File: config.mk
export PLATFORM = sky130hd
export DESIGN_NAME = cnn_div_seq_22s_13ns
export DESIGN_NICKNAME = d
export VERILOG_FILES = /design/src/rtl/cnn_div_seq_22s_13ns.sv
export SDC_FILE = /design/constraint.sdc
export NUM_CORES = 1
export LEC_CHECK = 0
export CORE_ASPECT_RATIO = 0.9
export CORE_MARGIN = 2
export CORE_UTILIZATION = 50
export CTS_CLUSTER_DIAMETER = 60
export DETAILED_ROUTE_END_ITERATION = 16
export PLACE_DENSITY_LB_ADDON = 0.15
export SETUP_SLACK_MARGIN = 0.02
export SYNTH_ARGS = -nofsm -noshare
export SYNTH_HDL_FRONTEND = slang
export SYNTH_SLANG_ARGS = --single-unit
File: constraint.sdc
create_clock -name ap_clk -period 3.45 [get_ports ap_clk]
set_input_delay 1.035 -clock ap_clk [delete_from_list [all_inputs] [get_ports ap_clk]]
set_output_delay 1.035 -clock ap_clk [all_outputs]
set_load 0.01 [all_outputs]
File: src/rtl/cnn_div_seq_22s_13ns.sv
// Sequential radix-2 restoring divider: signed dividend by unsigned divisor,
// truncated quotient with a remainder that carries the dividend's sign.
module cnn_div_seq_22s_13ns #(
  parameter int ID         = 1,
  parameter int DIVIDEND_W = 22,
  parameter int DIVISOR_W  = 13
) (
  input  logic                  ap_clk,
  input  logic                  ap_rst,
  input  logic                  in_valid,
  output logic                  in_ready,
  input  logic [DIVIDEND_W-1:0] dividend,
  input  logic [DIVISOR_W-1:0]  divisor,
  output logic                  out_valid,
  input  logic                  out_ready,
  output logic [DIVIDEND_W-1:0] quotient,
  output logic [DIVISOR_W:0]    remainder,
  output logic                  div_by_zero
);

  localparam int CNT_W = $clog2(DIVIDEND_W);
  localparam logic [CNT_W-1:0] CNT_LAST = CNT_W'(DIVIDEND_W - 1);

  typedef enum logic [1:0] {IDLE, CALC, DONE} state_t;

  state_t state, state_next;

  logic [DIVIDEND_W-1:0] dvd_mag;
  logic [DIVISOR_W-1:0]  dvs;
  logic [DIVISOR_W-1:0]  rem_mag;
  logic                  neg;
  logic [CNT_W-1:0]      cnt;

  logic                  accept;
  logic                  last_step;
  logic [DIVIDEND_W-1:0] dividend_abs;
  logic [DIVISOR_W:0]    shifted;
  logic                  ge;
  logic [DIVISOR_W-1:0]  rem_step;
  logic [DIVIDEND_W-1:0] dvd_step;

  assign accept       = in_valid && in_ready;
  assign last_step    = (state == CALC) && (cnt == CNT_LAST);
  // Unsigned magnitude, so the most negative dividend still fits.
  assign dividend_abs = dividend[DIVIDEND_W-1] ? (~dividend + 1'b1) : dividend;

  // dvd_mag shifts dividend bits out of the top and quotient bits in at the bottom.
  assign shifted  = {rem_mag, dvd_mag[DIVIDEND_W-1]};
  assign ge       = shifted >= {1'b0, dvs};
  assign rem_step = ge ? DIVISOR_W'(shifted - {1'b0, dvs}) : shifted[DIVISOR_W-1:0];
  assign dvd_step = {dvd_mag[DIVIDEND_W-2:0], ge};

  always_ff @(posedge ap_clk or posedge ap_rst) begin
    if (ap_rst) begin
      state <= IDLE;
    end else begin
      state <= state_next;
    end
  end

  always_comb begin
    state_next = state;
    in_ready   = 1'b0;
    out_valid  = 1'b0;
    case (state)
      IDLE: begin
        in_ready = 1'b1;
        if (in_valid) begin
          state_next = (divisor == '0) ? DONE : CALC;
        end
      end
      CALC: begin
        if (cnt == CNT_LAST) begin
          state_next = DONE;
        end
      end
      DONE: begin
        out_valid = 1'b1;
        if (out_ready) begin
          state_next = IDLE;
        end
      end
      default: state_next = IDLE;
    endcase
  end

  always_ff @(posedge ap_clk or posedge ap_rst) begin
    if (ap_rst) begin
      dvd_mag     <= '0;
      dvs         <= '0;
      rem_mag     <= '0;
      neg         <= 1'b0;
      cnt         <= '0;
      quotient    <= '0;
      remainder   <= '0;
      div_by_zero <= 1'b0;
    end else begin
      if (accept) begin
        dvd_mag <= dividend_abs;
        neg     <= dividend[DIVIDEND_W-1];
        dvs     <= divisor;
        rem_mag <= '0;
        cnt     <= '0;
        if (divisor == '0) begin
          quotient    <= '0;
          remainder   <= '0;
          div_by_zero <= 1'b1;
        end
      end else if (state == CALC) begin
        dvd_mag <= dvd_step;
        rem_mag <= rem_step;
        cnt     <= cnt + 1'b1;
        if (last_step) begin
          quotient    <= neg ? -dvd_step : dvd_step;
          remainder   <= neg ? -{1'b0, rem_step} : {1'b0, rem_step};
          div_by_zero <= 1'b0;
        end
      end
    end
  end

endmodule

==> results.md, run 1 <==
- Clock Skews: 7.68 ps
- Final period util: 95.9%
- Core area: 10,900 sq um
- Fin cells: 881
- Placed instance count: 864
- Post-Syn Area: 5600 sq um
- Area Growth Syn to Fin: 25.8%
- Clock Tree Root: clkbuf_16
- Largest net degree at the start of global routing: 94
- Hold WC Path Type: flip-flop to flip-flop
- Distinct cells, synth: 55
- Primary FF master, synth: dfrtp_1
- CP max stage cell: o32a_2
- #FFs+latches synth: 93
- Initial antenna violation count: 0
- Outcome: finished, final reports clean
- Number of diodes: 0
- Max-Cap Viols: 0
- Max-slew violations: 0
- Final WS setup: 140 ps
- Crit-path max FO: 6
- Synth warn: 0
- CTS Buf Count: 9
- DRT iter0 DRCs: 300
- Routed Antenna Nets: 0
- Worst rel slew slack: 18.5%
- Port bufs: 77
- Aggregate routed wire length: 15.2 mm
- HPWL after detailed placement: 10.9 mm
- Delay of the slowest critical-path stage: 480 ps
- PwrDens: 1180 nW/um^2
- WL per Instance: 17.3 um
- Bufs on Longest Clock Path: 2
- Critical path class: flip-flop to flip-flop
- Worst hold slack: 476 ps
- Dpl ws: -569 ps
- Clock sinks: 93
- Vias in the first global route: 4,790
- Post-layout util: 64.9%
- Die height: 104 um
- Worst EP arrival: 3560 ps
- TritonCTS clock tree: yes
- Critical Path Sink Type: flip-flop
- Leak pwr: 3.04 nW
- Routed via count: 5,072
- Fin crit period: 3310 ps
- Share of layout cells above drive strength 1: 10.4%
- Post-synth ARST share: 100%
- Maximum clock rate: 302 MHz
- Initial Util: 51.6%
- Gpl congestion: 0.879
- Final Hold Violating Endpoints: 0
- Vias/cell: 5.76
- Post-cts hold buffer count: 0
- CP cell instances: ha_1, nor2b_1, o2111ai_1, nand3b_1, xor2_1, a311o_1, o32a_2, nor4_1, nand3_1, a32o_1
- # IOs: 78
- Total gr overflow: 0
- GRT Total Usage: 26.1%
- Startpoint class of the critical path: flip-flop
- Worst EP required: 3700 ps
- Clock slew at reported path FFs: 70 ps
- CP delay by family, top: compound AO/OA/AOI/OAI gates
- Synth Instances: 639
- First-pass GRT wire length: 24.5 mm
- Clock latency on the worst-skew pair: 360 ps
- Final #Nets: 782
- Htree depth: 3
- Die area: 12,100 sq um
- Net count after synthesis: 697
- DRC viols: 0
- Drt first pass iters: 5
- Worst vdd ir: 560 uV
- Cell Rows: 36
- EDFF count, synth: 0
- Die width: 116 um
- Worst-margin pin slew: 1220 ps
- Post-synthesis sequential area ratio: 41.5%
- WP buf/inv: 0
- RSZ-0062 raised after global routing: yes
- Finish-stage setup viols: 0
- Synth Area per Inst: 8.77 sq um
worst register-to-register path: cells and delay by family, from the launching register on:
family	cells	cell delay, ps
compound gates	4	1390
simple gates	4	810
flops	1	470
fa+ha+maj	1	360
xor+xnor	1	180
report_power, final:
group / internal [mW] / switching, mW
Combinational: 2.32 / 2.85
Sequential: 1.62 / 0.543
Clock: 0.500 / 0.470
per-layer routing:
layer | track usage [%] | vias up | wire [um]
met5 | 0 | - | 0
met3 | 6.82 | 12 | 977
met2 | 36.5 | 155 | 6560
li1 | - | 2454 | -
met4 | 6.28 | 0 | 148
met1 | 40.0 | 2451 | 7550
per-stage QoR:
stage,setup TNS (ps),total power [mW],instance area (sq um)
3_3_place_gp,-3430,7.02,6690
5_1_grt,-70.1,8.98,7050
2_1_floorplan,0,5.33,5610
6_report,0,8.31,7050
3_5_place_dp,-3720,7.16,6690
4_1_cts,-69.2,8.17,7010
synth_stat cells (3+ instances only):
| master | n | area share, % |
|---|---|---|
| nor3b_1 | 4 | 0.54 |
| nor2b_1 | 9 | 1.0 |
| a22oi_1 | 15 | 2.0 |
| nand4_1 | 5 | 0.56 |
| nand2_1 | 86 | 5.8 |
| mux2i_1 | 14 | 2.5 |
| dfrtp_1 | 93 | 42 |
| ha_1 | 18 | 4.0 |
| nand2b_1 | 8 | 0.89 |
| o21ai_0 | 98 | 8.8 |
| a21o_1 | 4 | 0.54 |
| or3_1 | 5 | 0.56 |
| nand3b_1 | 3 | 0.40 |
| clkbuf_1 | 31 | 2.1 |
| xnor2_1 | 16 | 2.5 |
| o22ai_1 | 8 | 0.89 |
| nor2_1 | 33 | 2.2 |
| xor2_1 | 39 | 6.1 |
| nand3_1 | 24 | 2.1 |
| o41ai_1 | 7 | 1.1 |
| o211ai_1 | 4 | 0.54 |
| nor3_1 | 5 | 0.45 |
| a21oi_1 | 17 | 1.5 |
| nor4_1 | 7 | 0.78 |
| or4_1 | 3 | 0.40 |
| o31ai_1 | 15 | 2.0 |
| o21ai_1 | 3 | 0.27 |
| a31oi_1 | 3 | 0.33 |
| inv_1 | 25 | 1.7 |
| a22o_1 | 5 | 0.78 |
flip-flops by register name (all words and copies together) (netlist names):
signal,count
dvd_mag,22
quotient,22
remainder,14
dvs,13
rem_mag,13
cnt,5
state,2
div_by_zero,1
neg,1
placed cells by master, fill, tap and decap left out, types with 4 or more instances in the layout:
cell	count
a21o_1	4
a21oi_1	16
a22o_1	5
a22oi_1	15
buf_4	29
clkbuf_16	9
clkdlybuf4s50_1	73
dfrtp_1	93
ha_1	17
inv_1	24
mux2i_1	13
nand2_1	86
nand2b_1	8
nand3_1	24
nand4_1	5
nor2_1	31
nor2b_1	9
nor3_1	5
nor4_1	7
o211ai_1	4
o21ai_0	97
o21ai_1	4
o22ai_1	8
o31ai_1	14
o41ai_1	5
or3_1	4
xnor2_1	16
xor2_1	39
what timing repair did:
action,4_1_cts,5_1_grt
setup endpoints to repair,8,18
setup buffers,1,0
pin swaps,7,9
gates resized for setup,22,11
cell families (layout without fill, tap and decap cells):
logic type | count (synthesis) | count (layout) | share of synthesized area [%]
compound gates | 195 | 195 | 21.3
flops | 93 | 93 | 41.5
mux | 16 | 16 | 2.90
xor+xnor | 55 | 55 | 8.60
buf+inv | 59 | 149 | 3.97
fa+ha+maj | 19 | 19 | 4.38
simple gates | 202 | 202 | 17.3
cell type report:
class                      count  area [sq um]
multi-input combinational    487          3130
tap                          152           190
timing repair buffer         108          1030
fill                         928          3810
inverter                      25          97.6
sequential                    93          2330
clock buffer                   9           225
clock inverter                 7          56.3
final timing paths:
path / start / end / slack (ps) / cells past startpoint
max reg2reg: rem_mag[0]$_DFFE_PP0P_ / remainder[13]$_DFFE_PP0P_ / 140 / 10
min reg2reg: quotient[15]$_DFFE_PP0P_ / quotient[15]$_DFFE_PP0P_ / 480 / 2
max in group asynchronous: ap_rst / dvs[10]$_DFFE_PP0P_ / 1890 / 3
min in group asynchronous: ap_rst / remainder[5]$_DFFE_PP0P_ / 1150 / 3
max: rem_mag[0]$_DFFE_PP0P_ / remainder[13]$_DFFE_PP0P_ / 140 / 10
min: quotient[15]$_DFFE_PP0P_ / quotient[15]$_DFFE_PP0P_ / 480 / 2
No activity file was read; power rests on OpenSTA's default activity.
==> run 2: changes to the inputs <==
--- a/config.mk
+++ b/config.mk
@@ -7,9 +7,10 @@
 export LEC_CHECK = 0
 export CORE_ASPECT_RATIO = 0.9
 export CORE_MARGIN = 2
-export CORE_UTILIZATION = 50
+export CORE_UTILIZATION = 60
 export CTS_CLUSTER_DIAMETER = 60
 export DETAILED_ROUTE_END_ITERATION = 16
+export MAX_ROUTING_LAYER = met4
 export PLACE_DENSITY_LB_ADDON = 0.15
 export SETUP_SLACK_MARGIN = 0.02
 export SYNTH_ARGS = -nofsm -noshare
==> constraint.sdc (replaced) <==
create_clock -name ap_clk -period 4.1 [get_ports ap_clk]
set_input_delay 1.23 -clock ap_clk [delete_from_list [all_inputs] [get_ports ap_clk]]
set_output_delay 1.23 -clock ap_clk [all_outputs]
set_load 0.01 [all_outputs]
==> results.md, run 2 (synthesis results as in run 1) <==
- CP cell instances: clkdlybuf4s50_1, or4_4, or3_4, or4_1, or2_1, or3_1, nor2b_1, mux2i_1, o21ai_1
- Worst hold slack: 486 ps
- Comb power frac: 62.1%
- Max-slew violations: 0
- Aggregate routed wire length: 13.9 mm
- Clock Power Share: 9.4%
- Worst hold path depth: 2
- Clock slew at reported path FFs: 90 ps
- Critical Path Sink Type: flip-flop
- Sw Pwr: 3.05 mW
- Finish-stage setup viols: 0
- CP Depth: 9
- Worst EP arrival: 4020 ps
- Cell Rows: 33
- Cell Int Power: 3.36 mW
- DR WL met2: 6.24 mm
- Max-Cap Viols: 0
- DRC viols: 0
- Delay of the slowest critical-path stage: 540 ps
- Metal3 WL: 994 um
- GRT Total Usage: 29.3%
- Highest metal used: met4
- WL per Instance: 16.7 um
- DRT iter0 DRCs: 491
- Design Power: 6.42 mW
- Initial Util: 61.7%
- Dpl ws: -57.1 ps
- Routed Antenna Nets: 0
- Final WS setup: 318 ps
- Final period util: 92.2%
- Total gr overflow: 0
- Share of layout cells above drive strength 1: 5.89%
- Startpoint class of the critical path: primary input
- Sequential power share: 28.4%
- Final #Nets: 767
- Critical path class: primary input to flip-flop
- Post-cts hold buffer count: 0
- CP delay by family, top: simple AND/OR/NAND/NOR gates
- TritonCTS clock tree: yes
- WP buf/inv: 1
- Final Hold Violating Endpoints: 0
- # fillers: 701
- Vias/cell: 6.06
- Fin crit period: 3780 ps
- Worst vdd ir: 590 uV
- Resized Gates After CTS: 0
- Outcome: finished, final reports clean
- Vias in the first global route: 4,688
- Gpl congestion: 0.945
- Core area: 9080 sq um
- Routed via count: 5,061
- Crit-path max FO: 3
- Multi-input logic area: 3060 sq um
- Hold WC Path Type: flip-flop to flip-flop
- Die area: 10,100 sq um
- Post-CTS setup buffers: 0
- Fin cells: 835
- Die height: 95.7 um
- Most frequent cells in the layout: 98 x o21ai_0, 93 x dfrtp_1, 86 x nand2_1
- PwrDens: 955 nW/um^2
- Clock Skews: 10.4 ps
- Largest regs: dvd_mag: 22 flops, quotient: 22 flops, remainder: 14 flops
- HPWL after detailed placement: 10.4 mm
- Port bufs: 77
- Leak pwr: 2.89 nW
- Placed instance count: 820
- Worst rel slew slack: 19.7%
- First-pass GRT wire length: 22.7 mm
- DRT met1 WL: 6.55 mm
- Clock sinks: 93
- Number of diodes: 0
- Clock Tree Root: clkbuf_8
- Setup TNS: 0 ps
- Worst-margin pin slew: 1200 ps
- Most common cell after layout, fill and taps aside: o21ai_0
- Bufs on Longest Clock Path: 2
- Initial antenna violation count: 0
- RSZ-0062 raised after global routing: no
- CTS Buf Count: 9
- Maximum clock rate: 264 MHz
- Register area: 2330 sq um
- Worst R2R Path Depth: 15
- Htree depth: 3
- Die width: 106 um
- CP max stage cell: or4_4
- Drt first pass iters: 5
- # IOs: 78
- Clock latency on the worst-skew pair: 360 ps
- Area Growth Syn to Fin: 20.0%
- Worst EP required: 4340 ps
- Switch share: 47.6%
- Largest net degree at the start of global routing: 53
[run 2: stage by stage]
stage               area, sq um  util, %
global placement           6540     71.9
floorplan                  5600        -
CTS                        6720     74.0
finish                     6720     74.0
detailed placement         6540     71.9
global route               6720     74.0
[run 2: area by class of cell]
class	count	share of cell area, %
clock inverters	5	0.893
flip-flops and latches	93	34.6
multi-input cells	487	45.5
inverters	25	1.41
well taps	122	2.27
repair buffers	93	13.4
clock buffers	10	1.90
[run 2: final timing paths]
path	start	to	slack [ps]
setup / recovery	dividend[6]	dvd_mag[20]$_DFFE_PP0P_	320
hold / removal	quotient[13]$_DFFE_PP0P_	quotient[13]$_DFFE_PP0P_	490
setup reg to reg	dvd_mag[21]$_DFFE_PP0P_	remainder[12]$_DFFE_PP0P_	450
hold reg to reg	quotient[13]$_DFFE_PP0P_	quotient[13]$_DFFE_PP0P_	490
max in group asynchronous	ap_rst	dvs[11]$_DFFE_PP0P_	2110
min in group asynchronous	ap_rst	quotient[15]$_DFFE_PP0P_	1270
[run 2: per-layer routing]
| metal | GRT usage [%] | vias to the layer above |
|---|---|---|
| met1 | 41.1 | 2425 |
| met3 | 5.47 | 16 |
| met2 | 44.9 | 205 |
| met4 | 6.58 | 0 |
| met5 | - | - |
| li1 | - | 2415 |
[run 2: worst min-delay path: cells and delay by family, from the launching register on]
family / cells / cell delay, ps
AND/OR/NAND/NOR: 1 / 40
flip-flops: 1 / 350
AO/OA/AOI/OAI: 1 / 60
[run 2: power groups by stage]
stage	logic [mW]	registers (mW)	clock network [mW]
floorplan	2.75	1.73	0
global placement	3.75	1.79	0
detailed placement	3.90	1.82	0
CTS	3.93	1.81	0.609
global route	4.42	1.89	0.646
finish	3.99	1.83	0.605
